--- config.mk ---
export PLATFORM = sky130hd
export DESIGN_NAME = scope_capture
export DESIGN_NICKNAME = d
export VERILOG_FILES = /design/src/rtl/scope_capture.sv
export SDC_FILE = /design/constraint.sdc
export NUM_CORES = 1
export LEC_CHECK = 0
export CORE_MARGIN = 2
export CORE_UTILIZATION = 30
export CTS_CLUSTER_SIZE = 28
export DETAILED_ROUTE_END_ITERATION = 10
export DONT_BUFFER_PORTS = 1
export GPL_TIMING_DRIVEN = 0
export SETUP_SLACK_MARGIN = 0.3
export SLEW_MARGIN = 20
export SYNTH_ARGS = -nofsm -noshare
export SYNTH_HDL_FRONTEND = slang
export SYNTH_SLANG_ARGS = --single-unit
--- constraint.sdc ---
create_clock -name clk -period 2.5 [get_ports clk]
set_clock_uncertainty 0.1 [all_clocks]
set_input_delay 0.25 -clock clk [delete_from_list [all_inputs] [get_ports clk]]
set_output_delay 0.25 -clock clk [all_outputs]
set_load 0.01 [all_outputs]
--- src/rtl/scope_capture.sv ---
// Sweep capture: level/slope trigger, auto-timeout and holdoff; packs 8-bit samples in pairs into 16-bit frame-memory words.
// Each word is written one cycle after its odd sample; there is no backpressure, and capture only stalls while sample_valid is low.
module scope_capture #(
    parameter int DEPTH        = 600,
    parameter int ADDR_W       = 16,
    parameter int BASE_ADDR    = 0,
    parameter int AUTO_TIMEOUT = 4096,
    parameter int HOLDOFF      = 1024
) (
    input  logic              clk,
    input  logic              reset,
    input  logic              arm,
    input  logic              run_mode,
    input  logic              auto_en,
    input  logic              sample_valid,
    input  logic [7:0]        sample,
    input  logic [7:0]        trig_level,
    input  logic              trig_slope,
    output logic              mem_we,
    output logic [ADDR_W-1:0] mem_addr,
    output logic [15:0]       mem_data,
    output logic [1:0]        state,
    output logic              frame_done,
    output logic              triggered
);

    localparam int IDX_W = $clog2(DEPTH + 1);
    localparam int TO_W  = $clog2(AUTO_TIMEOUT + 1);
    localparam int HO_W  = $clog2(HOLDOFF + 1);

    typedef enum logic [1:0] {
        S_IDLE    = 2'd0,
        S_ARMED   = 2'd1,
        S_CAPTURE = 2'd2,
        S_HOLDOFF = 2'd3
    } state_t;

    state_t            state_q, state_d;
    logic [7:0]        prev_q, prev_d;
    logic              prev_vld_q, prev_vld_d;
    logic [TO_W-1:0]   to_cnt_q, to_cnt_d;
    logic [IDX_W-1:0]  idx_q, idx_d;
    logic [7:0]        lo_q, lo_d;
    logic [HO_W-1:0]   ho_cnt_q, ho_cnt_d;
    logic              we_q, we_d;
    logic [ADDR_W-1:0] addr_q, addr_d;
    logic [15:0]       data_q, data_d;
    logic              done_q, done_d;
    logic              trig_q, trig_d;

    logic trig_hit;
    logic to_expired;
    logic last_idx;
    logic ho_end;

    // Edge detection needs a valid previous sample, so the first sample after arming never triggers.
    assign trig_hit = prev_vld_q &&
                      (trig_slope ? ((prev_q <  trig_level) && (sample >= trig_level))
                                  : ((prev_q >= trig_level) && (sample <  trig_level)));

    assign to_expired = (to_cnt_q == TO_W'(AUTO_TIMEOUT - 1));
    assign last_idx   = (idx_q == IDX_W'(DEPTH - 1));
    assign ho_end     = (ho_cnt_q == HO_W'(HOLDOFF - 1));

    always_comb begin
        state_d    = state_q;
        prev_d     = prev_q;
        prev_vld_d = prev_vld_q;
        to_cnt_d   = to_cnt_q;
        idx_d      = idx_q;
        lo_d       = lo_q;
        ho_cnt_d   = ho_cnt_q;
        we_d       = 1'b0;
        addr_d     = addr_q;
        data_d     = data_q;
        done_d     = 1'b0;
        trig_d     = trig_q;

        case (state_q)
            S_IDLE: begin
                if (arm) begin
                    state_d    = S_ARMED;
                    prev_vld_d = 1'b0;
                    to_cnt_d   = '0;
                end
            end

            S_ARMED: begin
                if (sample_valid) begin
                    prev_d     = sample;
                    prev_vld_d = 1'b1;
                    if (trig_hit || (auto_en && to_expired)) begin
                        // The starting sample is data index 0 of the new frame.
                        state_d = S_CAPTURE;
                        trig_d  = trig_hit;
                        lo_d    = sample;
                        idx_d   = IDX_W'(1);
                    end else if (!to_expired) begin
                        to_cnt_d = to_cnt_q + TO_W'(1);
                    end
                end
            end

            S_CAPTURE: begin
                if (sample_valid) begin
                    if (!idx_q[0]) begin
                        lo_d  = sample;
                        idx_d = idx_q + IDX_W'(1);
                    end else begin
                        we_d   = 1'b1;
                        data_d = {sample, lo_q};
                        addr_d = ADDR_W'(BASE_ADDR) + ADDR_W'(idx_q >> 1);
                        if (last_idx) begin
                            done_d   = 1'b1;
                            state_d  = S_HOLDOFF;
                            ho_cnt_d = '0;
                            idx_d    = '0;
                        end else begin
                            idx_d = idx_q + IDX_W'(1);
                        end
                    end
                end
            end

            S_HOLDOFF: begin
                if (ho_end) begin
                    ho_cnt_d = '0;
                    if (run_mode) begin
                        state_d    = S_ARMED;
                        prev_vld_d = 1'b0;
                        to_cnt_d   = '0;
                    end else begin
                        state_d = S_IDLE;
                    end
                end else begin
                    ho_cnt_d = ho_cnt_q + HO_W'(1);
                end
            end

            default: state_d = S_IDLE;
        endcase
    end

    always_ff @(posedge clk or posedge reset) begin
        if (reset) begin
            state_q    <= S_IDLE;
            prev_q     <= '0;
            prev_vld_q <= 1'b0;
            to_cnt_q   <= '0;
            idx_q      <= '0;
            lo_q       <= '0;
            ho_cnt_q   <= '0;
            we_q       <= 1'b0;
            addr_q     <= ADDR_W'(BASE_ADDR);
            data_q     <= '0;
            done_q     <= 1'b0;
            trig_q     <= 1'b0;
        end else begin
            state_q    <= state_d;
            prev_q     <= prev_d;
            prev_vld_q <= prev_vld_d;
            to_cnt_q   <= to_cnt_d;
            idx_q      <= idx_d;
            lo_q       <= lo_d;
            ho_cnt_q   <= ho_cnt_d;
            we_q       <= we_d;
            addr_q     <= addr_d;
            data_q     <= data_d;
            done_q     <= done_d;
            trig_q     <= trig_d;
        end
    end

    assign mem_we     = we_q;
    assign mem_addr   = addr_q;
    assign mem_data   = data_q;
    assign state      = state_q;
    assign frame_done = done_q;
    assign triggered  = trig_q;

endmodule
==> reports/qor.json, run 1 <==
{
  "status": {
    "run_status": "complete, but fails checks",
    "violations": "negative setup slack"
  },
  "worst_hold_path": {
    "hold_path_origin": "run_mode",
    "timing.hold.worst_path_depth": 2,
    "worst_hold_path.endpoint": "state[0]",
    "hp-class": "input pin to flip-flop"
  },
  "cells_and_area": {
    "antenna_cells_inserted": 0,
    "layout-drive-gt1-share_pct": 36.6,
    "layout-area-overhead-vs-synth_pct": 33.8,
    "area_of_the_multi_input_gates_sq_um": 2490,
    "nNetsFinal": 529,
    "nFillCells": 1336,
    "final_core_utilization_pct": 41.5,
    "regArea_sq_um": 2030
  },
  "setup_path": {
    "path_class": "flip-flop to flip-flop",
    "ff2ff_setup_slack_ns": -0.33,
    "type_of_element_launching_the_critical_path": "flip-flop",
    "crit_path_end_kind": "flip-flop",
    "worst_ep_required_time_ns": 2.67,
    "cp.arrival_ns": 3.00,
    "crit-reg2reg-launch": "ho_cnt_q[0]",
    "rr_endpoint": "to_cnt_q[7]",
    "r2r.worst_path.cells": 9,
    "critPathMaxFanout": 5
  },
  "yosys": {
    "ys.flop_type": "sky130_fd_sc_hd__dfrtp_1",
    "synth_xor_area_share_pct": 0,
    "synth_top_family_by_area": "compound AO/OA/AOI/OAI gates",
    "synth_top_cells_by_count": "81 x sky130_fd_sc_hd__dfrtp_1, 40 x sky130_fd_sc_hd__mux2_2, 34 x sky130_fd_sc_hd__nand2_1",
    "synth_top_area_cell": "sky130_fd_sc_hd__dfrtp_1",
    "syn_area_per_cell_sq_um": 10.5,
    "post_synthesis_sequential_area_ratio_pct": 46.8,
    "yosys.cell_types.count": 51,
    "synth_top_cell_area_share_pct": 46.8,
    "synthesis.area_sq_um": 4340,
    "gate_count_of_the_mapped_netlist": 411,
    "ys_ff_latch": 81,
    "synth-compound-area-share_pct": 15.9,
    "yosys.area_share.adder_pct": 6.93,
    "synth_async_sr_flop_share_pct": 100,
    "synth_edf_count": 0,
    "synthMostInstantiatedCell": "sky130_fd_sc_hd__dfrtp_1",
    "yosys-top-cells-area": "sky130_fd_sc_hd__dfrtp_1 47%, sky130_fd_sc_hd__mux2_2 10%, sky130_fd_sc_hd__ha_1 6.9%",
    "synthSimpleGateAreaFrac_pct": 14.9,
    "synth.area.mux_share_pct": 10.9,
    "synth.yosys.warnings": 0
  },
  "routing": {
    "drt-total-wl_microns": 11000,
    "remaining_drc_errors": 0,
    "viasPerCell": 5.25,
    "dr_total_vias": 3497,
    "initialDrtViolationCount": 210,
    "drt-pass1-iter-count": 5,
    "drtAntennaViolNets": 0,
    "routedWlPerCell_microns": 16.6
  },
  "sta": {
    "timing_worst_slew_pin_value_ns": 0.636,
    "final-max-slew-violation-count": 0,
    "fin_hold_ws_ns": 0.0499,
    "finalHoldViolCount": 0,
    "final.period_utilization_pct": 113,
    "setup_slack_ns": -0.332,
    "slew-limit-headroom_pct": 57.3,
    "max_freq_mhz": 353,
    "rsz0062_at_grt": "true",
    "min_period_ns": 2.83,
    "report.final.setup_viol": 25
  },
  "floorplanning": {
    "fp.dieW_microns": 124,
    "fp.dieArea_sq_um": 15400,
    "num_rows": 43,
    "initial_utilization_pct": 31.0,
    "coreArea_sq_um": 14000,
    "die_h_microns": 124,
    "pin_count": 60
  },
  "placement": {
    "dp.final_hpwl_microns": 7140,
    "placement.io_buffers": 0,
    "gp_routability_congestion": 0.867
  },
  "clock_network": {
    "cts_num_sinks": 81,
    "tritoncts.num_buffers": 9,
    "clock_tree.htree_level_count": 3,
    "worstSkewPairLatency_ns": 0.34,
    "cts-root-buf": "sky130_fd_sc_hd__clkbuf_16",
    "clock_tree_from_tritoncts": "yes",
    "worst_setup_hold_path_clk_slew_ns": 0.06,
    "cts_buffer_depth": 2
  },
  "global_routing": {
    "grt_start_max_net_pins": 31,
    "global_route.overflow_total": 0,
    "grt_first_pass_wirelength_microns": 17600,
    "number_of_antenna_violations_at_the_first_check_in_global_routing": 0,
    "first_global_vias": 3415,
    "grt_use_total_pct": 14.0
  },
  "pwr": {
    "power.ir.vdd_worst_mv": 0.424,
    "power_switching_w": 0.00204,
    "power_per_cell_area_nw_per_um2": 993,
    "power.switching_fraction_pct": 35.3,
    "seq_power_share_pct": 35.2,
    "cell_internal_power_dissipation_w": 0.00373,
    "static-leakage-power_nw": 2.58,
    "combinationalPowerShare_pct": 40.0,
    "pwr-share-clk_pct": 24.8
  },
  "job": {
    "max-cap-violations": 0
  }
}
-- repair_timing --
action / in CTS / in global routing
buffers inserted: 27 / 14
hold endpoints to repair: 48 / 0
pin swaps: 18 / 19
gates resized for setup: 41 / 53
hold buffers: 9 / 0
cloned: 1 / 1
endpoints found under the setup margin: 69 / 48
-- flip-flops by register name, summed over array words and instances, names as in the netlist --
name	count
mem_addr	9
state	2
triggered	1
ho_cnt_q	11
lo_q	8
mem_we	1
prev_vld_q	1
idx_q	10
to_cnt_q	13
mem_data	16
prev_q	8
frame_done	1
-- kinds of logic after synthesis --
group / after synthesis
DFF: 81
adders and majority gates: 24
other: 1
AOI/OAI and AO/OA: 94
buffers and inverters: 44
and+or+nand+nor: 125
muxes: 42
-- critical path: stages, from the launching register on --
cell,delay [ns]
sky130_fd_sc_hd__dfrtp_1,0.35
sky130_fd_sc_hd__ha_2,0.21
sky130_fd_sc_hd__nand3_4,0.08
sky130_fd_sc_hd__or3_4,0.34
sky130_fd_sc_hd__or4_4,0.53
sky130_fd_sc_hd__a221oi_4,0.31
sky130_fd_sc_hd__nand3_2,0.17
sky130_fd_sc_hd__buf_6,0.16
sky130_fd_sc_hd__or4_1,0.40
sky130_fd_sc_hd__nand3_1,0.10
-- cell usage in the layout (no fill, tap or decap), types with 10 or more instances in the layout --
cell / synthesis / layout
sky130_fd_sc_hd__a22o_1: 11 / 11
sky130_fd_sc_hd__buf_4: 7 / 40
sky130_fd_sc_hd__buf_6: 1 / 10
sky130_fd_sc_hd__dfrtp_1: 81 / 77
sky130_fd_sc_hd__ha_1: 24 / 19
sky130_fd_sc_hd__inv_1: 25 / 23
sky130_fd_sc_hd__mux2_2: 40 / 30
sky130_fd_sc_hd__mux2_4: 0 / 10
sky130_fd_sc_hd__nand2_1: 34 / 32
sky130_fd_sc_hd__nand3_1: 22 / 18
sky130_fd_sc_hd__nor2_1: 24 / 21
sky130_fd_sc_hd__o211ai_1: 10 / 10
sky130_fd_sc_hd__o21ai_0: 27 / 18
-- layer usage --
metal  wire, microns  up-vias  global-route usage (%)  share of wire (%)
met5               0        -                       0                  0
met4             168        0                    3.97                1.5
met3             562       17                    3.87                5.1
met2            5410       91                    22.7                 49
met1            4890     1753                    18.2                 44
li1                -     1636                       -                  -
-- through the flow --
stage | cell area (sq um) | worst slack (ns) | power [W] | setup TNS (ns) | instances
3_5_place_dp | 4730 | -0.471 | 0.00366 | -12.43 | 599
2_1_floorplan | 4460 | -0.164 | 0.00325 | -2.31 | 417
6_report | 5800 | -0.332 | 0.00576 | -4.21 | 666
4_1_cts | 5530 | -0.314 | 0.00547 | -3.98 | 651
5_1_grt | 5800 | -0.447 | 0.00612 | -7.06 | 666
3_3_place_gp | 4690 | -0.413 | 0.00358 | -9.72 | 597
-- how the worst max path moves through the flow --
| stage | start | to |
|---|---|---|
| 6_report | ho_cnt_q[0] | to_cnt_q[7] |
| 3_3_place_gp | to_cnt_q[0] | lo_q[5] |
| 4_1_cts | ho_cnt_q[0] | to_cnt_q[3] |
| 3_5_place_dp | to_cnt_q[0] | lo_q[5] |
| 5_1_grt | ho_cnt_q[1] | to_cnt_q[4] |
| 2_1_floorplan | ho_cnt_q[0] | to_cnt_q[2] |
-- cell type report --
type / count / area share [%]
Sequential cell: 81 / 35.0
Clock inverter: 5 / 1.38
Multi-Input combinational cell: 292 / 42.9
Timing Repair Buffer: 54 / 8.63
Inverter: 25 / 1.73
Buffer: 19 / 2.37
Tap cell: 180 / 3.88
Clock buffer: 10 / 4.12
-- power groups by stage --
stage / Sequential [W] / Clock, W / Combinational [W]
after global placement: 0.00202 / 0 / 0.00156
after CTS: 0.00203 / 0.00146 / 0.00198
final: 0.00203 / 0.00143 / 0.00231
after floorplan: 0.00194 / 0 / 0.00131
after detailed placement: 0.00204 / 0 / 0.00163
after global routing: 0.00207 / 0.00153 / 0.00251
No activity file was read; power rests on OpenSTA's default activity.
==> inputs of run 2 (changes only) <==
HOLD_SLACK_MARGIN = 0.12   (was unset)
RECOVER_POWER = 25   (was unset)
SLEW_MARGIN = 0   (was 20)
==> reports/qor.json, run 2 (synthesis gave the netlist of run 1 again) <==
{
  "routing": {
    "initialDrtViolationCount": 217,
    "drt-total-wl_microns": 11100,
    "remaining_drc_errors": 0,
    "drtAntennaViolNets": 0,
    "viasPerCell": 5.29,
    "routedWlPerCell_microns": 16.6,
    "drt-pass1-iter-count": 5,
    "dr_total_vias": 3542
  },
  "cells_and_area": {
    "antenna_cells_inserted": 0,
    "max_reg_flops": 16,
    "layout-drive-gt1-share_pct": 36.1,
    "layout.cells.most_common_list": "77 x sky130_fd_sc_hd__dfrtp_1, 40 x sky130_fd_sc_hd__buf_4, 32 x sky130_fd_sc_hd__nand2_1, 30 x sky130_fd_sc_hd__mux2_2, 23 x sky130_fd_sc_hd__inv_1",
    "area_of_the_multi_input_gates_sq_um": 2480,
    "nFillCells": 1331,
    "layout-area-overhead-vs-synth_pct": 34.6,
    "layout.cells.most_common": "sky130_fd_sc_hd__dfrtp_1",
    "regArea_sq_um": 2030,
    "nNetsFinal": 533,
    "post-route-cell-area_sq_um": 5840
  },
  "sta": {
    "finalHoldViolCount": 0,
    "slew-limit-headroom_pct": 15.2,
    "rsz0062_at_grt": "true",
    "report.final.setup_viol": 25,
    "max_freq_mhz": 353,
    "min_period_ns": 2.83,
    "final-max-slew-violation-count": 0,
    "timing_worst_slew_pin_value_ns": 1.26,
    "fin_hold_ws_ns": 0.195,
    "final.period_utilization_pct": 113,
    "setup_slack_ns": -0.329
  },
  "floorplanning": {
    "die_h_microns": 124,
    "initial_utilization_pct": 31.0,
    "pin_count": 60,
    "coreArea_sq_um": 14000,
    "fp.dieW_microns": 124,
    "fp.dieArea_sq_um": 15400,
    "num_rows": 43
  },
  "global_routing": {
    "grt_use_total_pct": 14.1,
    "first_global_vias": 3417,
    "grt_start_max_net_pins": 31,
    "grt_first_pass_wirelength_microns": 17700,
    "number_of_antenna_violations_at_the_first_check_in_global_routing": 0,
    "global_route.overflow_total": 0
  },
  "setup_path": {
    "crit_path_cell_trace": "ha_2 > nand3_4 > or3_4 > or4_4 > a221oi_4 > nand3_2 > buf_6 > or4_1 > nand3_1",
    "type_of_element_launching_the_critical_path": "flip-flop",
    "crit-reg2reg-launch": "ho_cnt_q[0]",
    "crit_family": "simple AND/OR/NAND/NOR gates",
    "critPathMaxFanout": 5,
    "worst_path_bufs_invs": 1,
    "cp.arrival_ns": 3.00,
    "r2r.worst_path.cells": 9,
    "ff2ff_setup_slack_ns": -0.33,
    "rr_endpoint": "to_cnt_q[7]",
    "cpMaxStageDelayCell": "sky130_fd_sc_hd__or4_4",
    "crit_path_end_kind": "flip-flop",
    "crit_path_max_incr_delay_ns": 0.53,
    "worst_ep_required_time_ns": 2.67,
    "path_class": "flip-flop to flip-flop"
  },
  "pwr": {
    "power_per_cell_area_nw_per_um2": 988,
    "power.ir.vdd_worst_mv": 0.424,
    "static-leakage-power_nw": 2.59
  },
  "job": {
    "max-cap-violations": 0
  },
  "clock_network": {
    "clock_tree_from_tritoncts": "yes",
    "worst_setup_hold_path_clk_slew_ns": 0.06,
    "worstSkewPairLatency_ns": 0.34,
    "clock_tree.htree_level_count": 3,
    "tritoncts.num_buffers": 9,
    "cts_num_sinks": 81,
    "cts_buffer_depth": 2,
    "cts-root-buf": "sky130_fd_sc_hd__clkbuf_16"
  },
  "placement": {
    "placed_area_sq_um": 4730,
    "dp.final_hpwl_microns": 7140,
    "gp_routability_congestion": 0.867,
    "placement.io_buffers": 0
  },
  "worst_hold_path": {
    "worst_hold_path.endpoint": "triggered",
    "timing.hold.worst_path_depth": 3,
    "hold_path_origin": "auto_en",
    "hp-class": "input pin to flip-flop"
  },
  "status": {
    "run_status": "complete, but fails checks",
    "violations": "negative setup slack"
  }
}
-- run 2: worst reg2reg max path: stages (launching register included) --
cell and delay, ns:
sky130_fd_sc_hd__dfrtp_1 0.35, sky130_fd_sc_hd__ha_2 0.21, sky130_fd_sc_hd__nand3_4 0.08, sky130_fd_sc_hd__or3_4 0.34, sky130_fd_sc_hd__or4_4 0.53, sky130_fd_sc_hd__a221oi_4 0.31, sky130_fd_sc_hd__nand3_2 0.17, sky130_fd_sc_hd__buf_6 0.16
sky130_fd_sc_hd__or4_1 0.40, sky130_fd_sc_hd__nand3_1 0.10
-- run 2: layer usage --
layer / GRT usage [%] / share of wire, % / wire length [microns]
met1: 18.3 / 45 / 4960
met5: 0 / 0 / 0
met2: 22.9 / 49 / 5480
met4: 3.97 / 1.5 / 167
met3: 4.00 / 4.8 / 536
-- run 2: area by class of cell --
cell class                 count  area share [%]
inverter                      25            1.67
clock buffer                  10            4.10
sequential                    81            34.8
tap                          180            3.86
multi-input combinational    292            42.6
buffer                        19            2.36
clock inverter                 5            1.37
timing repair buffer          58            9.26
-- run 2: report_power, final --
group	total [W]	internal, W	switching (W)
logic	0.00231	0.00117	0.00114
clock network	0.00143	0.000894	0.000533
registers	0.00203	0.00167	0.000360
total	0.00577	0.00373	0.00204
-- run 2: worst max path at each step --
stage                     slack (ns)  cells past startpoint        start           to
after floorplan                -0.16                      9  ho_cnt_q[0]  to_cnt_q[2]
after global placement         -0.41                      8  to_cnt_q[0]      lo_q[5]
after detailed placement       -0.47                      8  to_cnt_q[0]      lo_q[5]
after CTS                      -0.31                      9  ho_cnt_q[0]  to_cnt_q[3]
after global routing           -0.45                      9  ho_cnt_q[1]  to_cnt_q[4]
final                          -0.33                      9  ho_cnt_q[0]  to_cnt_q[7]
-- run 2: stage by stage --
stage / utilization [%] / cells / power [W] / setup TNS (ns) / worst slack, ns
floorplan: - / 417 / 0.00325 / -2.31 / -0.164
global placement: 33.5 / 597 / 0.00358 / -9.72 / -0.413
detailed placement: 33.8 / 599 / 0.00366 / -12.43 / -0.471
CTS: 39.7 / 654 / 0.00547 / -3.98 / -0.314
global route: 41.7 / 670 / 0.00612 / -7.09 / -0.448
finish: 41.7 / 670 / 0.00577 / -4.26 / -0.329
-- run 2: timing repair --
item	CTS	global route
pin swaps	18	19
cloned	1	1
setup endpoints to repair	69	48
endpoints found under the hold margin	53	1
setup buffers	27	14
hold buffers	12	1
resized for setup	41	52
==> inputs of run 3 (changes only) <==
CORE_ASPECT_RATIO = 0.5   (was unset)
SLEW_MARGIN = 20   (was 0)
==> reports/qor.json, run 3 (synthesis gave the netlist of run 1 again) <==
{
  "sta": {
    "finalHoldViolCount": 0,
    "final-max-slew-violation-count": 0,
    "setup_slack_ns": -0.271,
    "min_period_ns": 2.77,
    "slew-limit-headroom_pct": 4.49,
    "final.period_utilization_pct": 111,
    "max_freq_mhz": 361,
    "rsz0062_at_grt": "true",
    "report.final.setup_viol": 33,
    "timing_worst_slew_pin_value_ns": 1.42,
    "timing.setup.tns_ns": -4.66
  },
  "routing": {
    "drt-total-wl_microns": 11100,
    "dr_total_vias": 3484,
    "initialDrtViolationCount": 166,
    "routedWlPerCell_microns": 15.9,
    "remaining_drc_errors": 0,
    "drt-pass1-iter-count": 4,
    "drtAntennaViolNets": 0,
    "viasPerCell": 5.01
  },
  "setup_path": {
    "path_class": "flip-flop to flip-flop",
    "crit_path_end_kind": "flip-flop",
    "crit_path_max_incr_delay_ns": 0.50,
    "critPathMaxFanout": 5,
    "crit_path_cell_trace": "ha_4 > nand3_4 > or3_4 > or4_4 > a221oi_4 > nand3_2 > buf_6 > or4_4 > nand3_2",
    "cp.arrival_ns": 2.94,
    "cpMaxStageDelayCell": "sky130_fd_sc_hd__or4_4",
    "rr_endpoint": "to_cnt_q[3]",
    "ff2ff_setup_slack_ns": -0.27,
    "r2r.worst_path.cells": 9,
    "worst_ep_required_time_ns": 2.67,
    "crit-reg2reg-launch": "ho_cnt_q[0]",
    "type_of_element_launching_the_critical_path": "flip-flop"
  },
  "clock_network": {
    "cts_num_sinks": 81,
    "worst_setup_hold_path_clk_slew_ns": 0.06,
    "worstSkewPairLatency_ns": 0.34,
    "clock_tree_from_tritoncts": "yes",
    "clock_tree.htree_level_count": 3,
    "cts-root-buf": "sky130_fd_sc_hd__clkbuf_16",
    "tritoncts.num_buffers": 9,
    "cts_buffer_depth": 2
  },
  "global_routing": {
    "first_global_vias": 3461,
    "grt_use_total_pct": 14.6,
    "grt_first_pass_wirelength_microns": 17700,
    "grt_start_max_net_pins": 32,
    "number_of_antenna_violations_at_the_first_check_in_global_routing": 0,
    "global_route.overflow_total": 0
  },
  "worst_hold_path": {
    "worst_hold_path.endpoint": "prev_vld_q",
    "hold_path_origin": "sample_valid",
    "hp-class": "input pin to flip-flop",
    "timing.hold.worst_path_depth": 4
  },
  "floorplanning": {
    "die_h_microns": 89.0,
    "num_rows": 30,
    "fp.dieW_microns": 174,
    "pin_count": 60,
    "fp.dieArea_sq_um": 15500,
    "coreArea_sq_um": 13800,
    "initial_utilization_pct": 31.4
  },
  "placement": {
    "dpl.cell_count": 611,
    "placement.io_buffers": 0,
    "gp_routability_congestion": 0.853,
    "dp.final_hpwl_microns": 6930
  },
  "status": {
    "violations": "negative setup slack",
    "run_status": "complete, but fails checks"
  },
  "cells_and_area": {
    "post_layout_nonfiller_instances": 695,
    "max_reg_flops": 16,
    "nNetsFinal": 545,
    "antenna_cells_inserted": 0,
    "layout.cells.most_common_list": "78 x sky130_fd_sc_hd__dfrtp_1, 45 x sky130_fd_sc_hd__buf_4, 31 x sky130_fd_sc_hd__nand2_1, 30 x sky130_fd_sc_hd__mux2_2, 23 x sky130_fd_sc_hd__inv_1",
    "nFillCells": 1288,
    "layout-area-overhead-vs-synth_pct": 38.9,
    "layout-drive-gt1-share_pct": 38.2,
    "layout.cells.most_common": "sky130_fd_sc_hd__dfrtp_1"
  },
  "pwr": {
    "static-leakage-power_nw": 2.67,
    "power_per_cell_area_nw_per_um2": 980,
    "power.ir.vdd_worst_mv": 0.424
  },
  "job": {
    "max-cap-violations": 0
  }
}
[run 3: cell count changes in the layout (fill, tap and decap cells not counted), sizes merged]
cell	before	now
buf	57	69
clkinv	1	3
bufinv	2	1
clkbuf	17	16
inv	24	25
[run 3: area by class of cell]
cell class | count | area [sq um] | area share, %
Buffer | 19 | 140 | 2.33
Clock buffer | 9 | 225 | 3.74
Clock inverter | 7 | 68.8 | 1.14
Inverter | 25 | 97.6 | 1.62
Multi-Input combinational cell | 292 | 2530 | 42.0
Sequential cell | 81 | 2030 | 33.7
Tap cell | 192 | 240 | 3.99
Timing Repair Buffer | 70 | 691 | 11.5
[run 3: worst max path at each step]
| stage | startpoint | endpoint | slack (ns) | cells past startpoint |
|---|---|---|---|---|
| CTS | ho_cnt_q[0] | to_cnt_q[6] | -0.29 | 9 |
| detailed placement | to_cnt_q[0] | lo_q[6] | -0.47 | 8 |
| global placement | to_cnt_q[0] | lo_q[6] | -0.45 | 8 |
| finish | ho_cnt_q[0] | to_cnt_q[3] | -0.27 | 9 |
| floorplan | ho_cnt_q[0] | to_cnt_q[2] | -0.16 | 9 |
| global route | ho_cnt_q[0] | to_cnt_q[3] | -0.37 | 9 |
[run 3: through the flow]
| step | setup slack (ns) | cell area, sq um | total power [W] | hold slack (ns) | utilization, % |
|---|---|---|---|---|---|
| 2_1_floorplan | -0.164 | 4460 | 0.00325 | 0.298 | - |
| 4_1_cts | -0.293 | 5640 | 0.00553 | 0.152 | 40.8 |
| 3_5_place_dp | -0.472 | 4750 | 0.00365 | 0.164 | 34.4 |
| 3_3_place_gp | -0.454 | 4700 | 0.00359 | 0.298 | 34.0 |
| 5_1_grt | -0.369 | 6020 | 0.00628 | 0.173 | 43.6 |
| 6_report | -0.271 | 6020 | 0.00591 | 0.157 | 43.6 |
[run 3: timing repair]
action | in CTS | in global routing
hold buffers | 13 | 0
hold endpoints to repair | 55 | 0
pin swaps | 20 | 25
setup buffers | 31 | 21
gates resized for setup | 47 | 60
setup endpoints to repair | 63 | 44
gates cloned | 3 | 0
[run 3: layer usage]
metal  vias up  track usage [%]  wire length [microns]
li1       1670                -                      -
met1      1731             18.1                   5000
met2        66             24.8                   5390
met3        17             4.42                    529
met4         0             4.89                    161
met5         -                0                      0
[run 3: worst max-delay path, delay by kind of cell (launching register included)]
kind                       cells  cell delay [ns]
buffers and inverters          1             0.17
AOI/OAI and AO/OA              1             0.29
DFF                            1             0.41
and+or+nand+nor                6             1.55
adders and majority gates      1             0.17
[run 3: power breakdown]
group          switching (W)  internal [W]  total [W]
clock               0.000546      0.000772    0.00132
sequential          0.000362       0.00167    0.00203
combinational        0.00120       0.00136    0.00256
total                0.00210       0.00380    0.00591
